--- config.mk ---
export PLATFORM = sky130hd
export DESIGN_NAME = stream_sf_fwd
export DESIGN_NICKNAME = d
export VERILOG_FILES = /design/src/rtl/stream_sf_pkg.sv /design/src/rtl/sf_dpram.sv /design/src/rtl/stream_sf_fwd.sv
export SDC_FILE = /design/constraint.sdc
export NUM_CORES = 1
export LEC_CHECK = 0
export BUFFER_PORTS_ARGS = -buffer_cell sky130_fd_sc_hd__buf_2
export CAP_MARGIN = 10
export CORE_UTILIZATION = 30
export DETAILED_ROUTE_END_ITERATION = 8
export GPL_ROUTABILITY_DRIVEN = 1
export PLACE_DENSITY = 0.47
export SYNTH_ARGS = -nofsm -noshare
export SYNTH_HDL_FRONTEND = slang
export SYNTH_HIERARCHICAL = 1
export SYNTH_SLANG_ARGS = --single-unit
--- constraint.sdc ---
create_clock -name clk -period 7.38 [get_ports clk]
set_input_delay 0.738 -clock clk [delete_from_list [all_inputs] [get_ports clk]]
set_output_delay 0.738 -clock clk [all_outputs]
set_load 0.02 [all_outputs]
--- src/rtl/stream_sf_pkg.sv ---
// Shared types for the store-and-forward stream forwarder.
package stream_sf_pkg;

    typedef enum logic [1:0] {
        IDLE = 2'd0,
        SEND = 2'd1,
        GAP  = 2'd2
    } tx_state_e;

endpackage

--- src/rtl/sf_dpram.sv ---
// Simple dual-port frame buffer: one write port, combinational read address,
// registered read data that doubles as the transmit data register.
module sf_dpram #(
    parameter int DW    = 9,
    parameter int DEPTH = 64,
    parameter int AW    = $clog2(DEPTH)
) (
    input  logic          clk,
    input  logic          rst_n,
    input  logic          wr_en,
    input  logic [AW-1:0] wr_addr,
    input  logic [DW-1:0] wr_data,
    input  logic          rd_en,
    input  logic [AW-1:0] rd_addr,
    output logic [DW-1:0] rd_data
);

    logic [DW-1:0] mem [DEPTH];
    logic [DW-1:0] rd_data_d, rd_data_q;

    always_comb begin
        rd_data_d = rd_data_q;
        if (rd_en) rd_data_d = mem[rd_addr];
    end

    // NOTE: the storage array is deliberately not reset; only the read register is.
    always_ff @(posedge clk) begin
        if (wr_en) mem[wr_addr] <= wr_data;
    end

    always_ff @(posedge clk) begin
        if (!rst_n) rd_data_q <= '0;
        else        rd_data_q <= rd_data_d;
    end

    assign rd_data = rd_data_q;

endmodule

--- src/rtl/stream_sf_fwd.sv ---
// Store-and-forward stream forwarder: buffers rx_dv frames, commits or drops
// them at frame end, and replays committed frames as gap-separated tx bursts.
module stream_sf_fwd
    import stream_sf_pkg::*;
#(
    parameter int DW      = 8,
    parameter int DEPTH   = 64,
    parameter int MIN_LEN = 2,
    parameter int IFG     = 2,
    parameter int CNT_W   = 16
) (
    input  logic             clk,
    input  logic             rst_n,
    input  logic [DW-1:0]    rxd,
    input  logic             rx_dv,
    output logic [DW-1:0]    txd,
    output logic             tx_en,
    output logic [CNT_W-1:0] ok_cnt,
    output logic [CNT_W-1:0] drop_cnt,
    output logic             drop_ovf,
    output logic             drop_runt
);

    localparam int AW = $clog2(DEPTH);
    localparam int PW = AW + 1;
    localparam int LW = $clog2(MIN_LEN + 1);
    localparam int GW = (IFG > 1) ? $clog2(IFG) : 1;

    logic            hold_vld_d, hold_vld_q;
    logic [DW-1:0]   hold_data_d, hold_data_q;
    logic [LW-1:0]   len_d, len_q;
    logic            ovf_d, ovf_q;
    logic [PW-1:0]   wr_ptr_d, wr_ptr_q, cmt_ptr_d, cmt_ptr_q, rd_ptr_d, rd_ptr_q;
    logic [PW-1:0]   frm_avail_d, frm_avail_q;
    tx_state_e       state_d, state_q;
    logic [GW-1:0]   gap_cnt_d, gap_cnt_q;
    logic            tx_en_d, tx_en_q;
    logic [CNT_W-1:0] ok_cnt_d, ok_cnt_q, drop_cnt_d, drop_cnt_q;
    logic            drop_ovf_d, drop_ovf_q, drop_runt_d, drop_runt_q;

    logic            frame_end, full, wr_en, wr_ovf, commit, start, rd_en, rd_last;
    logic [DW:0]     rd_data;

    assign frame_end = hold_vld_q & ~rx_dv;
    assign full      = (wr_ptr_q - rd_ptr_q) == PW'(DEPTH);
    // Once a frame has overflowed, every later word of it is suppressed.
    assign wr_en     = hold_vld_q & ~ovf_q & ~full;
    assign wr_ovf    = hold_vld_q & ~ovf_q & full;
    assign rd_last   = rd_data[DW];

    // NOTE: every combinational output gets a default first so no latch is inferred.
    always_comb begin
        hold_vld_d  = hold_vld_q;
        hold_data_d = hold_data_q;
        len_d       = len_q;
        ovf_d       = ovf_q | wr_ovf;
        wr_ptr_d    = wr_en ? wr_ptr_q + PW'(1) : wr_ptr_q;
        cmt_ptr_d   = cmt_ptr_q;
        ok_cnt_d    = ok_cnt_q;
        drop_cnt_d  = drop_cnt_q;
        drop_ovf_d  = 1'b0;
        drop_runt_d = 1'b0;
        commit      = 1'b0;

        if (rx_dv) begin
            hold_vld_d  = 1'b1;
            hold_data_d = rxd;
            if (len_q != LW'(MIN_LEN)) len_d = len_q + LW'(1);
        end

        if (frame_end) begin
            hold_vld_d = 1'b0;
            len_d      = '0;
            ovf_d      = 1'b0;
            if (ovf_q | wr_ovf) begin
                wr_ptr_d   = cmt_ptr_q;
                drop_ovf_d = 1'b1;
                if (~&drop_cnt_q) drop_cnt_d = drop_cnt_q + CNT_W'(1);
            end else if (len_q < LW'(MIN_LEN)) begin
                wr_ptr_d    = cmt_ptr_q;
                drop_runt_d = 1'b1;
                if (~&drop_cnt_q) drop_cnt_d = drop_cnt_q + CNT_W'(1);
            end else begin
                cmt_ptr_d = wr_ptr_q + PW'(1);
                commit    = 1'b1;
                if (~&ok_cnt_q) ok_cnt_d = ok_cnt_q + CNT_W'(1);
            end
        end
    end

    always_comb begin
        state_d   = state_q;
        gap_cnt_d = gap_cnt_q;
        tx_en_d   = tx_en_q;
        rd_ptr_d  = rd_ptr_q;
        rd_en     = 1'b0;
        start     = 1'b0;

        case (state_q)
            IDLE: start = (frm_avail_q != '0);
            SEND: begin
                if (rd_last) begin
                    tx_en_d   = 1'b0;
                    state_d   = GAP;
                    gap_cnt_d = GW'(IFG - 1);
                end else begin
                    rd_en    = 1'b1;
                    rd_ptr_d = rd_ptr_q + PW'(1);
                end
            end
            GAP: begin
                // Leaving GAP straight into a new frame keeps the low time at exactly IFG.
                if (gap_cnt_q == '0) begin
                    start   = (frm_avail_q != '0);
                    state_d = IDLE;
                end else begin
                    gap_cnt_d = gap_cnt_q - GW'(1);
                end
            end
            default: state_d = IDLE;
        endcase

        if (start) begin
            rd_en    = 1'b1;
            rd_ptr_d = rd_ptr_q + PW'(1);
            tx_en_d  = 1'b1;
            state_d  = SEND;
        end

        case ({commit, start})
            2'b10:   frm_avail_d = frm_avail_q + PW'(1);
            2'b01:   frm_avail_d = frm_avail_q - PW'(1);
            default: frm_avail_d = frm_avail_q;
        endcase
    end

    // NOTE: sequential state is updated only with non-blocking assignments.
    always_ff @(posedge clk) begin
        if (!rst_n) begin
            hold_vld_q  <= 1'b0;
            hold_data_q <= '0;
            len_q       <= '0;
            ovf_q       <= 1'b0;
            wr_ptr_q    <= '0;
            cmt_ptr_q   <= '0;
            rd_ptr_q    <= '0;
            frm_avail_q <= '0;
            state_q     <= IDLE;
            gap_cnt_q   <= '0;
            tx_en_q     <= 1'b0;
            ok_cnt_q    <= '0;
            drop_cnt_q  <= '0;
            drop_ovf_q  <= 1'b0;
            drop_runt_q <= 1'b0;
        end else begin
            hold_vld_q  <= hold_vld_d;
            hold_data_q <= hold_data_d;
            len_q       <= len_d;
            ovf_q       <= ovf_d;
            wr_ptr_q    <= wr_ptr_d;
            cmt_ptr_q   <= cmt_ptr_d;
            rd_ptr_q    <= rd_ptr_d;
            frm_avail_q <= frm_avail_d;
            state_q     <= state_d;
            gap_cnt_q   <= gap_cnt_d;
            tx_en_q     <= tx_en_d;
            ok_cnt_q    <= ok_cnt_d;
            drop_cnt_q  <= drop_cnt_d;
            drop_ovf_q  <= drop_ovf_d;
            drop_runt_q <= drop_runt_d;
        end
    end

    sf_dpram #(
        .DW    (DW + 1),
        .DEPTH (DEPTH),
        .AW    (AW)
    ) u_ram (
        .clk     (clk),
        .rst_n   (rst_n),
        .wr_en   (wr_en),
        .wr_addr (wr_ptr_q[AW-1:0]),
        .wr_data ({frame_end, hold_data_q}),
        .rd_en   (rd_en),
        .rd_addr (rd_ptr_q[AW-1:0]),
        .rd_data (rd_data)
    );

    assign txd       = rd_data[DW-1:0];
    assign tx_en     = tx_en_q;
    assign ok_cnt    = ok_cnt_q;
    assign drop_cnt  = drop_cnt_q;
    assign drop_ovf  = drop_ovf_q;
    assign drop_runt = drop_runt_q;

endmodule

Word-level counts from Yosys, hierarchy flattened
Memory sizes are Yosys's and may differ from the RTL's. A register that Yosys moved wholly into a read port is not among the register bits.
Index checks and enable logic that the tools add are counted.
{"block": "op_classes", "addsub": 9, "n_mul": 0, "n_div": 0, "order_cmp": 1, "n_eq_ne": 12, "shifts": 0, "muxes": 33, "bitwise_logic": 14, "reduce_logical": 23}
{"op": "$mux W7", "n": 7}
{"op": "$mux W16", "n": 3}
{"op": "$add A16 B1 Y16 const B", "n": 2}
{"op": "$reduce_and A16 Y1", "n": 2}
{"op": "$add A7 B1 Y7 const B", "n": 3}
{"op": "$mux W1", "n": 17}
{"op": "$pmux W7 S2", "n": 1}
{"op": "$reduce_and A2 Y1", "n": 6}
{"op": "$reduce_bool A2 Y1", "n": 5}
{"op": "$not A1 Y1", "n": 9}
{"op": "$reduce_and A3 Y1", "n": 3}
{"op": "$ne A2 B2 Y1 const B", "n": 4}
{"op": "$eq A7 B7 Y1 const B", "n": 1}
{"op": "$reduce_bool A7 Y1", "n": 1}
{"op": "$sub A7 B1 Y7 const B", "n": 1}
{"op": "$sub A7 B7 Y7", "n": 1}
{"op": "$pmux W2 S3", "n": 1}
{"op": "$and A1 B1 Y1", "n": 4}
{"op": "$eq A2 B1 Y1 const B", "n": 2}
{"op": "$eq A2 B2 Y1 const B", "n": 2}
{"op": "$mux W2", "n": 2}
{"op": "$pmux W1 S2", "n": 2}
{"op": "$reduce_and A4 Y1", "n": 1}
{"op": "$reduce_or A2 Y1", "n": 2}
{"op": "other kinds (10)", "n": 10}
{"block": "totals", "regBits": 78, "latchBits": 0, "ramBits": 576, "romBits": 0, "input_bits": 11, "output_inout_bits": 43, "wordCells": 109, "memories": 1}
{"name": "u_ram.mem", "words": 64, "word_bits": 9, "rd": 1, "rd_ports_with_merged_regs": 1, "write_ports": 1, "line_no": "sf_dpram.sv:18", "text": "logic [DW-1:0] mem [DEPTH];"}

Depth between registers and ports, before layout
{"block": "logic_depth", "ltp_word": 8, "mapped_depth": 17, "depth_no_buf": 17}

Modules after synthesis
The synthesis kept the hierarchy.
{"module": "sf_dpram", "n_inst": 1, "cells_per_inst": 1159, "area_each_um2": 22749.3, "seq_area_each_um2": 17476.8}
{"module": "stream_sf_fwd", "n_inst": 1, "cells_per_inst": 462, "area_each_um2": 4090.2, "seq_area_each_um2": 1561.5}

Worst setup path before layout
No wires, ideal clock.
{"block": "synth_path", "path_kind": "input port to flip-flop", "startpoint": "input port rx_dv", "endpoint": "register frm_avail_q[6]", "setup_ps": 72, "arrival_ps": 3971, "required_ps": 7308, "slack_ps": 3337, "path_stages": 13, "path_buffers": 0, "path_cell_list": "nand2b_1 clkinv_1 nand2_1 ha_1 inv_1 fa_1 inv_1 a21oi_1 o21bai_1 a21o_1 a21oi_1 mux2i_1 mux2i_1"}
{"block": "synth_via", "elab_chain_cells": 5, "word_cells_on_any_way": 7, "classes_between": "2 x eq/ne; 2 x mux; 2 x bitwise; 1 x reduce/logical"}
{"element": "start, declared", "line_no": "stream_sf_fwd.sv:15", "text": "input logic rx_dv,"}
{"element": "$not A1 Y1 *", "line_no": "stream_sf_fwd.sv:44", "text": "assign frame_end = hold_vld_q & ~rx_dv;"}
{"element": "$and A1 B1 Y1 *", "line_no": "stream_sf_fwd.sv:44"}
{"element": "named net frame_end", "line_no": "stream_sf_fwd.sv:41", "text": "logic frame_end, full, wr_en, wr_ovf, commit, start, rd_en, rd_last;"}
{"element": "$mux W1 *", "line_no": "stream_sf_fwd.sv:71", "text": "if (frame_end) begin"}
{"element": "$eq A2 B1 Y1 or $eq A2 B2 Y1 (tied branches)", "line_no": "stream_sf_fwd.sv:130", "text": "case ({commit, start})"}
{"element": "$pmux W7 S2 or $reduce_bool A2 Y1 (tied branches)"}
{"element": "end signal, assigned", "line_no": "stream_sf_fwd.sv:163", "text": "frm_avail_q <= frm_avail_d;"}
{"element": "end, declared", "line_no": "stream_sf_fwd.sv:34", "text": "logic [PW-1:0] frm_avail_d, frm_avail_q;"}
The timed path passes the listed nets; every way through them passes the cells marked *.
A chain may end at the register's enable or synchronous reset.

Final worst setup path
{"block": "layout_path", "startpoint": "register rd_ptr_q[0]", "endpoint": "memory u_ram.mem[62][8], enable pin"}
{"block": "layout_via", "elab_chain_cells": 6}
{"element": "start, declared", "line_no": "stream_sf_fwd.sv:33", "text": "logic [PW-1:0] wr_ptr_d, wr_ptr_q, cmt_ptr_d, cmt_ptr_q, rd_ptr_d, rd_ptr_q;"}
{"element": "start signal, assigned", "line_no": "stream_sf_fwd.sv:162", "text": "rd_ptr_q <= rd_ptr_d;"}
{"element": "$sub A7 B7 Y7", "line_no": "stream_sf_fwd.sv:45", "text": "assign full = (wr_ptr_q - rd_ptr_q) == PW'(DEPTH);"}
{"element": "$eq A7 B7 Y1", "line_no": "stream_sf_fwd.sv:45"}
{"element": "$not A1 Y1", "line_no": "stream_sf_fwd.sv:47", "text": "assign wr_en = hold_vld_q & ~ovf_q & ~full;"}
{"element": "$and A1 B1 Y1", "line_no": "stream_sf_fwd.sv:47"}
{"element": "$mux W1", "line_no": "sf_dpram.sv:28", "text": "if (wr_en) mem[wr_addr] <= wr_data;"}
{"element": "$mux W1 (not written as such)", "line_no": "sf_dpram.sv:28"}
{"element": "end, declared", "line_no": "sf_dpram.sv:18"}
Every way passes these cells.

==> reports/summary.json <==
{
  "main_combinational_cell_family_by_area_after_synthesis": "multiplexers",
  "h-tree-depth": 3,
  "timing.fmax_ghz": 0.197,
  "first_global_vias": 14900,
  "number_of_enable_type_register_cells_in_the_synthesized_netlist": 576,
  "synth.mux.area_fraction_pct": 11.1,
  "area_growth_syn_to_layout_pct": 14.0,
  "cp_data_arrival_time_ns": 5.30,
  "cts_tree": "built",
  "drt_iter0_drc": 1222,
  "synth_simple_gate_area_share_pct": 7.33,
  "ys_warn_count": 6,
  "place.port_buffers": 53,
  "clkTransAtPathRegs_ns": 0.06,
  "setup.worst_path.end_class": "flip-flop",
  "max_clock_skew_ns": 0.0254,
  "path_max_fanout": 42,
  "dr_total_vias": 14500,
  "height_of_the_chip_um": 301,
  "maxSlewViolCount": 0,
  "viasPerCell": 4.99,
  "rows": 109,
  "post_synth_num_cell_types": 70,
  "finalSetupTns_ns": 0,
  "startpoint_type": "flip-flop",
  "commonest_cells_after_routing_fill_and_taps_aside": "sky130_fd_sc_hd__edfxtp_1 (576), sky130_fd_sc_hd__mux2i_1 (95), sky130_fd_sc_hd__nor2_1 (82)",
  "start_util_pct": 30.3,
  "grt_first_pass_wirelength_mm": 98.6,
  "wl_per_cell_um": 23.0,
  "postSynthRegisterBits": 663,
  "ios": 54,
  "setup_viol_count_final": 0,
  "final_layout_size_suffix_gt1_share_pct": 17.7,
  "power.static_leakage_uw": 0.00965,
  "grt_start_max_net_pins": 132,
  "cts_max_path_buffers": 3,
  "gr-usage-all-layers_pct": 14.8,
  "post_cts_hold_buffer_count": 0,
  "max-slew-margin-rel_pct": 21.8,
  "power_per_cell_area_mw_per_mm2": 300,
  "critPathRequiredTime_ns": 7.60,
  "synth_xor_area_share_pct": 1.27,
  "postSynth.asyncResetShare_pct": 0,
  "clock_tree.root_cell": "sky130_fd_sc_hd__clkbuf_16",
  "die-area_sq_mm": 0.0907,
  "drc": 6,
  "place_hpwl_mm": 41.3,
  "layout.cells.most_common": "sky130_fd_sc_hd__edfxtp_1",
  "synth_nets": 1650,
  "dr.pass1.iters": 7,
  "max-vdd-ir-drop_v": 0.000146,
  "antenna_cells": 0,
  "synth.yosys.seq_area_share_pct": 70.9,
  "clock_insertion_delay_worst_skew_ns": 0.63,
  "postSynth.topFlopCell": "sky130_fd_sc_hd__edfxtp_1",
  "number_of_setup_buffers_added_after_cts": 0,
  "post-route-period-util_pct": 68.8,
  "drv.max_cap_violation_count": 0,
  "fin_hold_ws_ns": 0.395,
  "detail_route.wirelength_mm": 66.8,
  "tightestPinTransition_ns": 1.14,
  "syn_area_sq_mm": 0.0268,
  "yosys.area_share.adder_pct": 0.867,
  "grt_antenna_before_repair": 3,
  "path_class": "flip-flop to flip-flop",
  "area_fraction_in_compound_gates_after_synthesis_pct": 6.50,
  "fin_crit_ns": 5.08,
  "remaining_global_route_overflow": 0,
  "worstHoldPathType": "input port to flip-flop",
  "finish.net_count": 1713,
  "failed_checks": "DRC",
  "tritoncts.num_buffers": 74,
  "core_area_sq_mm": 0.0885,
  "postRouteAntennaNets": 0,
  "post_synth_inst_count": 1621,
  "report.final.hold_viol_count": 0,
  "place_congestion": 0.779,
  "cts_resized": 0,
  "cts.sinks": 663,
  "grt_setup_unrepaired": "no",
  "die-width_um": 301,
  "synthesis.area_per_instance_sq_um": 16.6,
  "outcome": "finished, violations left"
}
==> power by group <==
group / leakage (uW) / internal [uW] / total (uW) / switching, uW
Combinational: 0.00252 / 590 / 1370 / 777
Clock: 0.00113 / 2030 / 3500 / 1470
Sequential: 0.00600 / 4140 / 4300 / 154
Total: 0.00965 / 6760 / 9170 / 2400
==> cell usage after synthesis, drive strengths merged (4+ instances only) <==
cell / instances / share of area, %
nor3b: 4 / 0.13
mux2: 36 / 1.5
inv: 21 / 0.29
nor3: 16 / 0.30
dfxtp: 87 / 6.5
or3: 11 / 0.26
xnor2: 24 / 0.78
nand3b: 13 / 0.36
ha: 17 / 0.79
clkbuf: 40 / 0.56
nor2: 85 / 1.2
and2: 28 / 0.65
a211oi: 36 / 1.0
buf: 45 / 1.1
nand2b: 14 / 0.33
o21ai: 20 / 0.37
xor2: 15 / 0.49
o221ai: 9 / 0.29
a2111oi: 36 / 1.2
nand2: 53 / 0.76
nand4: 14 / 0.33
nor2b: 62 / 1.4
mux4: 72 / 6.0
nor4: 25 / 0.61
edfxtp: 576 / 64
a21oi: 19 / 0.37
a21boi: 9 / 0.25
mux2i: 95 / 3.5
o22ai: 18 / 0.42
and3: 4 / 0.093
nand3: 25 / 0.47
a22o: 54 / 1.8
==> stage by stage <==
step	area (sq um)	worst slack, ns	instances	utilization, %	power, uW
floorplan	26800	3.34	1621	-	5340
global placement	28300	2.52	2773	32.0	5740
detailed placement	28300	2.40	2773	32.0	5760
CTS	30600	2.39	2907	34.6	9290
global route	30600	1.92	2907	34.6	9530
finish	30600	2.30	2907	34.6	9170
==> logic make-up (layout without fill, tap and decap cells) <==
kind of cell,count (synthesis),in the layout
buffers and inverters,107,228
DFF,663,663
muxes,203,203
and+or+nand+nor,367,367
AOI/OAI and AO/OA,224,224
adders and majority gates,18,18
xor gates and xnor gates,39,39
==> final timing paths <==
path	startpoint	end	slack (ns)	depth (start not counted)
setup / recovery	rd_ptr_q[0]	u_ram/mem[62][8]	2.30	8
setup reg to reg	rd_ptr_q[0]	u_ram/mem[62][8]	2.30	8
hold reg to reg	frm_avail_q[6]	frm_avail_q[6]	0.48	2
hold / removal	rxd[2]	hold_data_q[2]	0.40	3
==> cell type report <==
| cell class | count | area [sq um] |
|---|---|---|
| Timing Repair Buffer | 72 | 420 |
| Sequential cell | 663 | 19100 |
| Clock buffer | 99 | 2020 |
| Fill cell | 8369 | 57900 |
| Clock inverter | 35 | 275 |
| Tap cell | 1165 | 1460 |
| Multi-Input combinational cell | 851 | 7280 |
| Inverter | 22 | 82.6 |
==> sequential cells by signal, summed over array words and instances, names as in the netlist <==
register	flops
cmt_ptr_q	7
drop_cnt	16
drop_ovf	1
drop_runt	1
frm_avail_q	7
gap_cnt_q	1
hold_data_q	8
hold_vld_q	1
len_q	2
ok_cnt	16
ovf_q	1
rd_ptr_q	7
state_q	2
tx_en	1
u_ram/mem	576
u_ram/rd_data	9
wr_ptr_q	7
==> worst max-delay path, cell delays in order, from the launching register on <==
cell,delay [ns]
sky130_fd_sc_hd__dfxtp_4,0.93
sky130_fd_sc_hd__ha_1,0.31
sky130_fd_sc_hd__nor2b_1,0.06
sky130_fd_sc_hd__o21ai_0,0.41
sky130_fd_sc_hd__and4_1,0.43
sky130_fd_sc_hd__o311a_1,0.60
sky130_fd_sc_hd__nor2b_1,0.49
sky130_fd_sc_hd__nand3_1,0.50
sky130_fd_sc_hd__nor2_1,0.96
==> metal layers <==
| layer | track usage [%] | vias to the layer above | part of all wire, % |
|---|---|---|---|
| met5 | 0 | - | 0.034 |
| met2 | 23.5 | 360 | 47 |
| met3 | 3.36 | 88 | 5.6 |
| met1 | 20.3 | 7475 | 45 |
| li1 | - | 6565 | - |
| met4 | 3.83 | 4 | 2.0 |
Power figures use the tool's default switching activity.
